==> config.mk <==
export PLATFORM = sky130hd
export DESIGN_NAME = load_store_unit
export DESIGN_NICKNAME = d
export VERILOG_FILES = /design/src/rtl/load_store_unit.sv
export SDC_FILE = /design/constraint.sdc
export NUM_CORES = 1
export LEC_CHECK = 0
export BUFFER_PORTS_ARGS = -buffer_cell sky130_fd_sc_hd__buf_2
export CAP_MARGIN = 15
export CORE_MARGIN = 4
export CORE_UTILIZATION = 40
export DETAILED_ROUTE_END_ITERATION = 8
export GPL_TIMING_DRIVEN = 0
export PLACE_DENSITY = 0.78
export SLEW_MARGIN = 15
export SYNTH_ARGS = -nofsm -noshare
export SYNTH_HDL_FRONTEND = slang
export SYNTH_SLANG_ARGS = --single-unit
==> constraint.sdc <==
create_clock -name clk -period 2 [get_ports clk]
set_input_delay 0.2 -clock clk [delete_from_list [all_inputs] [get_ports clk]]
set_output_delay 0.2 -clock clk [all_outputs]
set_load 0.01 [all_outputs]
==> src/rtl/load_store_unit.sv <==
// Load/store sequencer between execute and the data memory port: forms the effective
// address, screens funct3/alignment, waits out read latency and extends load data.
module load_store_unit #(
   parameter int READ_LATENCY = 1
) (
   input  logic        clk,
   input  logic        reset_n,
   input  logic        req_valid,
   output logic        req_ready,
   input  logic        req_is_store,
   input  logic [2:0]  req_funct3,
   input  logic [31:0] req_base,
   input  logic [31:0] req_offset,
   input  logic [31:0] req_store_data,
   input  logic [4:0]  req_rd,
   output logic        resp_valid,
   input  logic        resp_ready,
   output logic [31:0] resp_data,
   output logic [4:0]  resp_rd,
   output logic        resp_fault,
   output logic [31:0] dmem_address,
   output logic [2:0]  dmem_funct3,
   output logic        dmem_wren,
   output logic [31:0] dmem_data_in,
   input  logic [31:0] dmem_data_out
);

   localparam int CNT_W = (READ_LATENCY > 1) ? $clog2(READ_LATENCY) : 1;
   localparam logic [CNT_W-1:0] CNT_LOAD = CNT_W'(READ_LATENCY - 1);

   typedef enum logic [1:0] {
      IDLE  = 2'd0,
      ISSUE = 2'd1,
      WAIT  = 2'd2,
      RESP  = 2'd3
   } state_t;

   function automatic logic check_fault(input logic is_store, input logic [2:0] f3,
                                        input logic [1:0] lo);
      logic legal_v;
      logic aligned_v;
      case (f3)
         3'b000: begin legal_v = 1'b1;      aligned_v = 1'b1;           end
         3'b001: begin legal_v = 1'b1;      aligned_v = ~lo[0];         end
         3'b010: begin legal_v = 1'b1;      aligned_v = (lo == 2'b00);  end
         3'b100: begin legal_v = ~is_store; aligned_v = 1'b1;           end
         3'b101: begin legal_v = ~is_store; aligned_v = ~lo[0];         end
         default: begin legal_v = 1'b0;     aligned_v = 1'b1;           end
      endcase
      return ~(legal_v & aligned_v);
   endfunction

   function automatic logic [31:0] extend(input logic [31:0] d, input logic [2:0] f3);
      logic [31:0] r_v;
      case (f3)
         3'b000:  r_v = {{24{d[7]}}, d[7:0]};
         3'b100:  r_v = {24'h000000, d[7:0]};
         3'b001:  r_v = {{16{d[15]}}, d[15:0]};
         3'b101:  r_v = {16'h0000, d[15:0]};
         3'b010:  r_v = d;
         default: r_v = 32'h0000_0000;
      endcase
      return r_v;
   endfunction

   state_t             state_r, state_s;
   logic               req_ready_r, req_ready_s;
   logic               resp_valid_r, resp_valid_s;
   logic [31:0]        resp_data_r, resp_data_s;
   logic [4:0]         resp_rd_r, resp_rd_s;
   logic               resp_fault_r, resp_fault_s;
   logic [31:0]        dmem_address_r, dmem_address_s;
   logic [2:0]         dmem_funct3_r, dmem_funct3_s;
   logic               dmem_wren_r, dmem_wren_s;
   logic [31:0]        dmem_data_in_r, dmem_data_in_s;
   logic [CNT_W-1:0]   wait_cnt_r, wait_cnt_s;
   logic [31:0]        ea_s;
   logic               req_fault_s;

   assign ea_s        = req_base + req_offset;
   assign req_fault_s = check_fault(req_is_store, req_funct3, ea_s[1:0]);

   // Next-state and next-output logic; every output is registered below.
   always_comb begin
      state_s        = state_r;
      req_ready_s    = req_ready_r;
      resp_valid_s   = resp_valid_r;
      resp_data_s    = resp_data_r;
      resp_rd_s      = resp_rd_r;
      resp_fault_s   = resp_fault_r;
      dmem_address_s = dmem_address_r;
      dmem_funct3_s  = dmem_funct3_r;
      dmem_wren_s    = 1'b0;
      dmem_data_in_s = dmem_data_in_r;
      wait_cnt_s     = wait_cnt_r;
      case (state_r)
         IDLE: begin
            if (req_valid && req_ready_r) begin
               req_ready_s  = 1'b0;
               resp_rd_s    = req_rd;
               resp_data_s  = 32'h0000_0000;
               resp_fault_s = req_fault_s;
               // Faulting requests never touch the memory port.
               if (req_fault_s) begin
                  state_s      = RESP;
                  resp_valid_s = 1'b1;
               end else begin
                  state_s        = ISSUE;
                  dmem_address_s = ea_s;
                  dmem_funct3_s  = req_funct3;
                  dmem_wren_s    = req_is_store;
                  if (req_is_store) begin
                     dmem_data_in_s = req_store_data;
                  end else begin
                     dmem_data_in_s = dmem_data_in_r;
                  end
               end
            end else begin
               state_s = IDLE;
            end
         end
         ISSUE: begin
            // The write strobe is only ever high during a store's issue cycle.
            if (dmem_wren_r) begin
               state_s      = RESP;
               resp_valid_s = 1'b1;
            end else begin
               state_s    = WAIT;
               wait_cnt_s = CNT_LOAD;
            end
         end
         WAIT: begin
            if (wait_cnt_r == {CNT_W{1'b0}}) begin
               state_s      = RESP;
               resp_valid_s = 1'b1;
               resp_data_s  = extend(dmem_data_out, dmem_funct3_r);
            end else begin
               wait_cnt_s = wait_cnt_r - CNT_W'(1);
            end
         end
         RESP: begin
            if (resp_ready) begin
               state_s      = IDLE;
               resp_valid_s = 1'b0;
               req_ready_s  = 1'b1;
            end else begin
               state_s = RESP;
            end
         end
         default: begin
            state_s      = IDLE;
            req_ready_s  = 1'b1;
            resp_valid_s = 1'b0;
         end
      endcase
   end

   // State and output registers.
   always_ff @(posedge clk or negedge reset_n) begin
      if (!reset_n) begin
         state_r        <= IDLE;
         req_ready_r    <= 1'b1;
         resp_valid_r   <= 1'b0;
         resp_data_r    <= 32'h0000_0000;
         resp_rd_r      <= 5'd0;
         resp_fault_r   <= 1'b0;
         dmem_address_r <= 32'h0000_0000;
         dmem_funct3_r  <= 3'b000;
         dmem_wren_r    <= 1'b0;
         dmem_data_in_r <= 32'h0000_0000;
         wait_cnt_r     <= {CNT_W{1'b0}};
      end else begin
         state_r        <= state_s;
         req_ready_r    <= req_ready_s;
         resp_valid_r   <= resp_valid_s;
         resp_data_r    <= resp_data_s;
         resp_rd_r      <= resp_rd_s;
         resp_fault_r   <= resp_fault_s;
         dmem_address_r <= dmem_address_s;
         dmem_funct3_r  <= dmem_funct3_s;
         dmem_wren_r    <= dmem_wren_s;
         dmem_data_in_r <= dmem_data_in_s;
         wait_cnt_r     <= wait_cnt_s;
      end
   end

   assign req_ready    = req_ready_r;
   assign resp_valid   = resp_valid_r;
   assign resp_data    = resp_data_r;
   assign resp_rd      = resp_rd_r;
   assign resp_fault   = resp_fault_r;
   assign dmem_address = dmem_address_r;
   assign dmem_funct3  = dmem_funct3_r;
   assign dmem_wren    = dmem_wren_r;
   assign dmem_data_in = dmem_data_in_r;

endmodule

==> impl_metrics.env, run 1 <==
export IMPL_outcome="completed"
export IMPL_synth_nets=789
export IMPL_crit_type="input port to flop"
export IMPL_clockBufferDepth=2
export IMPL_dpl_hpwl_um=13950
export IMPL_syn2layout_area_growth_pct=36.82
export IMPL_critical_path_top_delay_family="compound AO/OA/AOI/OAI gates"
export IMPL_ys_types=63
export IMPL_drt_first_iter_violations=317
export IMPL_cp_start_kind="input port"
export IMPL_wl_um=17580
export IMPL_yosys_warnings=0
export IMPL_num_rows=44
export IMPL_fmax_mhz=508.3
export IMPL_ys_ff_latch=110
export IMPL_htree_num_levels=3
export IMPL_vias_per_cell=5.347
export IMPL_synth_area_leaders="dfrtp_1, mux2_2, ha_1"
export IMPL_async_flop_share_pct=100.0
export IMPL_maxSlewViolCount=0
export IMPL_period_share_pct=98.37
export IMPL_synth_top_cell_area_share_pct=45.32
export IMPL_hold_viol_final=0
export IMPL_cts_tree="yes"
export IMPL_core_area_um2=14640
export IMPL_rsz0062_at_grt="yes"
export IMPL_antenna_found_initial=1
export IMPL_crit_fanout=7
export IMPL_setup_violations=0
export IMPL_die_h_um=130.7
export IMPL_grt_max_degree=64
export IMPL_crit_path_frequent_cell="a21oi_1"
export IMPL_critPathMaxStageDelay_ns=0.39
export IMPL_ys_seq_area_share_pct=45.76
export IMPL_cap_violations=0
export IMPL_instances_no_fill=1079
export IMPL_path_cells="buf_2 > ha_1 > a21oi_1 > o21a_1 > o22ai_1 > o21ai_0 > a21oi_1 > or3_1 > a31oi_1"
export IMPL_layout_commonest_cell="buf_2"
export IMPL_design_portCount=249
export IMPL_clk_latency_ns=0.35
export IMPL_synthCells=616
export IMPL_yosys_area_top_type="dfrtp_1"
export IMPL_clkTransAtPathRegs_ns=0.08
export IMPL_p_per_area_nw_per_um2=1210
export IMPL_tightest_slew_ns=0.7137
export IMPL_ys_flop_type="dfrtp_1"
export IMPL_numClockSinks=110
export IMPL_critPathSlowestCell="or3_1"
export IMPL_first_pass_iters=7
export IMPL_grtUsageTotal_pct=19.49
export IMPL_dr_total_vias=5769
export IMPL_port_buffers=248
export IMPL_final_nets=1063
export IMPL_grt_overflow_total=0
export IMPL_slew_headroom_pct=52.29
export IMPL_cp_arrival_ns=2.23
export IMPL_die_x_um=130.7
export IMPL_dp_cells=1049
export IMPL_min_period_ns=1.967
export IMPL_peakVddDrop_v=0.0004608
export IMPL_die_area_um2=17070
export IMPL_worst_path_buf_inv=1
export IMPL_crit_required_ns=2.27
export IMPL_layout_common_cells="buf_2, dfrtp_1, nand2_1"
export IMPL_leakagePower_nw=4.224
export IMPL_start_util_pct=41.10
export IMPL_synth_area_per_cell_um2=9.770
export IMPL_drc=0
export IMPL_cts_buffers=9
export IMPL_setup_tns_ns=0
export IMPL_ant_nets=0
export IMPL_worstSetupEndpointType="flop"
export IMPL_drive_gt1_share_pct=42.35
export IMPL_fin_skew_ns=0.01260
export IMPL_wire_per_inst_um=16.30
export IMPL_grt_pass1_wl_um=26610
export IMPL_root_buffer="clkbuf_16"
export IMPL_grt_pass1_vias=5365
export IMPL_synth_edf_count=0
export IMPL_final_core_utilization_pct=56.23
export IMPL_syn_area_um2=6018
export IMPL_worst_hold_path_type="input port to flop"
export IMPL_globalplace_congestion=0.9165
export IMPL_n_antenna_cell=0
## stage by stage
step / total power, mW / setup WS [ns] / hold slack [ns] / cell area [µm²]
2_1_floorplan: 6.162 / -0.1062 / -0.09559 / 6125
3_3_place_gp: 7.877 / -0.6268 / 0.4242 / 7596
3_5_place_dp: 8.010 / -0.6323 / 0.1727 / 7636
4_1_cts: 9.981 / 0.002017 / 0.06138 / 8038
5_1_grt: 10.68 / -0.04526 / 0.05781 / 8234
6_report: 9.966 / 0.03255 / 0.07100 / 8234
## worst reg2reg max path, cell delays in order (launching register included)
cell and delay, ns:
dfstp_2 0.56, nand2_1 0.10, nor3_4 0.28, nand2_2 0.14, buf_6 0.15, or4_4 0.49, o211ai_1 0.09
## cells in the mapped netlist, types with 3 or more instances
cell / instances
a21oi_1: 68
or4_1: 3
o211ai_1: 6
a21o_1: 10
o21bai_1: 5
xnor2_1: 11
a31oi_1: 6
a22o_1: 9
o21ai_0: 61
ha_1: 31
nand2_1: 86
clkbuf_1: 19
o21a_1: 6
dfrtp_1: 109
nor2b_1: 3
o31ai_1: 3
nand3_1: 9
o2111ai_1: 3
buf_2: 9
inv_1: 13
nand4_1: 10
and3_1: 4
nor2_1: 26
xor2_1: 10
nor3_1: 13
mux2_2: 35
## final timing paths
check                      slack, ns  cells past startpoint                   startpoint                            to
min reg2reg                     0.47                      2  dmem_address[0]$_DFFE_PN0P_   dmem_address[0]$_DFFE_PN0P_
max reg2reg                     0.11                      6        req_ready$_DFFE_PN1P_  dmem_address[30]$_DFFE_PN0P_
min                             0.07                      2            req_store_data[3]   dmem_data_in[3]$_DFFE_PN0P_
min in group asynchronous       0.36                      2                      reset_n     resp_data[21]$_DFFE_PN0P_
max in group asynchronous       0.96                      3                      reset_n         req_ready$_DFFE_PN1P_
max                             0.03                      9                 req_base[18]  dmem_address[31]$_DFFE_PN0P_
## sequential cells by signal (all words and copies together), names as in the netlist
register	flops
resp_fault	1
req_ready	1
resp_valid	1
dmem_data_in	32
dmem_wren	1
resp_rd	5
state_r	2
dmem_address	32
resp_data	32
dmem_funct3	3
## final cells by class
type	count	area (µm²)
fillers	1321	6410
multi-input cells	464	3297
flip-flops and latches	110	2754
repair buffers	263	1399
well taps	184	230.2
clock buffers	9	225.2
plain buffers	29	180.2
clock inverters	7	100.1
inverters	13	48.80
## timing repair
| item | CTS | global route |
|---|---|---|
| endpoints found under the hold margin | 47 | 0 |
| setup buffers | 3 | 10 |
| resized for setup | 11 | 31 |
| endpoints found under the setup margin | 88 | 50 |
| hold buffers | 1 | 0 |
| pin swaps | 6 | 12 |
## report_power, final
| group | total [mW] | internal [mW] | switching (mW) | leakage, nW |
|---|---|---|---|---|
| Combinational | 4.34 | 1.89 | 2.45 | 2.64 |
| Clock | 1.90 | 1.01 | 0.891 | 0.158 |
| Sequential | 3.72 | 3.20 | 0.526 | 1.43 |
## layer usage
metal	share of wire [%]	wire length [µm]	track usage (%)	vias to the layer above
li1	-	-	-	2796
met1	41	7184	23.97	2728
met2	50	8776	34.64	222
met3	7.4	1303	3.374	21
met4	1.7	307	6.413	2
met5	0.063	11	0	-
## cell families after synthesis
group	share of synthesized area, %
simple gates	13.08
fa+ha+maj	6.778
compound gates	21.14
mux	7.256
buf+inv	2.931
flops	45.76
xor+xnor	3.056
(Power assumes the default switching activity.)
==> inputs of run 2 (changes only) <==
BUFFER_PORTS_ARGS = default   (was -buffer_cell sky130_fd_sc_hd__buf_2)
DONT_BUFFER_PORTS = 1   (was default)
PLACE_DENSITY = 0.63   (was 0.78)
==> run 2 against run 1 <==
Effect of this change: the run now ends with hold timing left; sequential power is 21% higher; combinational power is 38% lower; setup slack better by 0.053 ns; die area stayed put; first-iteration DRC count is 16% lower; flip-flop and latch count stayed put; count of clock-buffer cells in the layout is 1 higher; cell count is 20% lower; clock skew is 0.0086 ns lower; largest cell class unchanged.
==> impl_metrics.env, run 2 (same netlist as run 1, synthesis figures left out) <==
export IMPL_outcome="finished with violations"
export IMPL_violations="hold timing"
export IMPL_die_x_um=130.7
export IMPL_cts_buffers=9
export IMPL_hold_viol_final=110
export IMPL_vias_per_cell=5.800
export IMPL_tightest_slew_ns=0.7259
export IMPL_layout_common_cells="dfrtp_1, nand2_1, a21oi_1"
export IMPL_wl_um=17760
export IMPL_cp_arrival_ns=2.16
export IMPL_design_portCount=249
export IMPL_final_nets=851
export IMPL_fillCellCount=1379
export IMPL_grt_max_degree=111
export IMPL_numClockSinks=110
export IMPL_fmax_mhz=522.2
export IMPL_grtUsageTotal_pct=20.11
export IMPL_first_pass_iters=4
export IMPL_crit_fanout=10
export IMPL_slew_headroom_pct=51.48
export IMPL_fin_skew_ns=0.003996
export IMPL_hold_buffers=48
export IMPL_final_core_utilization_pct=49.38
export IMPL_dr_total_vias=5029
export IMPL_crit_required_ns=2.24
export IMPL_setup_violations=0
export IMPL_root_buffer="clkbuf_16"
export IMPL_seqPwrFrac_pct=50.1
export IMPL_p_int_mw=5.312
export IMPL_reg2regPathDepth=7
export IMPL_leakagePower_nw=3.256
export IMPL_wire_per_inst_um=20.48
export IMPL_drive_gt1_share_pct=15.23
export IMPL_dp_cells=800
export IMPL_clockBufferDepth=2
export IMPL_p_switching_mw=3.655
export IMPL_htree_num_levels=3
export IMPL_cp_start_kind="flop"
export IMPL_grt_pass1_vias=5110
export IMPL_dpl_hpwl_um=13510
export IMPL_worst_hold_path_type="input port to async pin"
export IMPL_n_antenna_cell=0
export IMPL_grt_pass1_wl_um=26900
export IMPL_clk_latency_ns=0.36
export IMPL_p_per_area_nw_per_um2=1240
export IMPL_ant_nets=0
export IMPL_peakVddDrop_v=0.0004778
export IMPL_syn2layout_area_growth_pct=20.15
export IMPL_core_area_um2=14640
export IMPL_clkTransAtPathRegs_ns=0.08
export IMPL_drt_first_iter_violations=265
export IMPL_cap_violations=0
export IMPL_worstSetupEndpointType="flop"
export IMPL_port_buffers=0
export IMPL_drc=0
export IMPL_period_share_pct=95.74
export IMPL_num_rows=44
export IMPL_crit_type="flop to flop"
export IMPL_grt_overflow_total=0
export IMPL_hold_ws_ns=-0.4700
export IMPL_power_frac_comb_pct=29.9
export IMPL_start_util_pct=41.10
export IMPL_die_h_um=130.7
export IMPL_sw_frac_of_total_pct=40.76
export IMPL_min_period_ns=1.915
export IMPL_p_clk_share_pct=20.0
export IMPL_maxSlewViolCount=0
export IMPL_globalplace_congestion=0.9143
export IMPL_layout_commonest_cell="dfrtp_1"
export IMPL_cts_tree="yes"
export IMPL_instances_no_fill=867
export IMPL_die_area_um2=17070
export IMPL_antenna_found_initial=0
[run 2: final timing paths]
kind	start	to	slack, ns
setup reg to reg	req_ready$_DFFE_PN1P_	dmem_data_in[5]$_DFFE_PN0P_	0.09
hold / removal	reset_n	resp_data[21]$_DFFE_PN0P_	-0.47
min in group clk	req_rd[2]	resp_rd[2]$_DFFE_PN0P_	0.01
hold reg to reg	resp_data[21]$_DFFE_PN0P_	resp_data[21]$_DFFE_PN0P_	0.56
max in group asynchronous	reset_n	req_ready$_DFFE_PN1P_	2.25
setup / recovery	req_ready$_DFFE_PN1P_	dmem_data_in[5]$_DFFE_PN0P_	0.09
[run 2: timing repair]
action / in CTS / in global routing
pin swaps: 1 / 4
hold endpoints to repair: 158 / 110
resized for setup: 7 / 14
endpoints found under the setup margin: 97 / 71
setup buffers: 3 / 0
[run 2: area by class of cell]
type	count	area [µm²]	area share (%)
Tap cell	184	230.2	3.184
Clock buffer	10	239.0	3.305
Sequential cell	110	2754	38.09
Buffer	29	178.9	2.474
Multi-Input combinational cell	464	3219	44.52
Inverter	13	48.80	0.6749
Clock inverter	6	57.56	0.7960
Timing Repair Buffer	51	503.0	6.956
[run 2: through the flow]
stage | power [mW] | setup WS, ns | hold WS [ns] | setup TNS (ns) | cell area (µm²)
4_1_cts | 8.982 | 0.005166 | -0.4801 | 0 | 7178
3_3_place_gp | 6.915 | -0.5047 | -0.09188 | -23.74 | 6355
6_report | 8.968 | 0.08511 | -0.4700 | 0 | 7231
5_1_grt | 9.614 | -0.005589 | -0.4942 | -0.005589 | 7231
3_5_place_dp | 7.047 | -0.5467 | -0.09189 | -25.02 | 6355
2_1_floorplan | 6.162 | -0.1062 | -0.09559 | -2.598 | 6125
[run 2: power groups by stage]
stage          Combinational, mW  Clock (mW)  Sequential (mW)
2_1_floorplan               2.01           0             4.15
3_3_place_gp                2.41           0             4.50
3_5_place_dp                2.52           0             4.53
4_1_cts                     2.64        1.84             4.50
5_1_grt                     3.05        1.94             4.62
6_report                    2.68        1.79             4.49
[run 2: layer usage]
metal  part of all wire, %  track usage (%)
met5                     0                0
met4                   1.9            6.776
met3                   9.9            6.667
met2                    49            34.91
met1                    39            23.37
[run 2: worst max-delay path: stages, from the launching register on]
cell and delay [ns]:
dfstp_2 0.60, nand2_2 0.09, nor3_4 0.22, and2_1 0.18, buf_6 0.15, nand2_4 0.09
buf_6 0.16, mux2_4 0.30
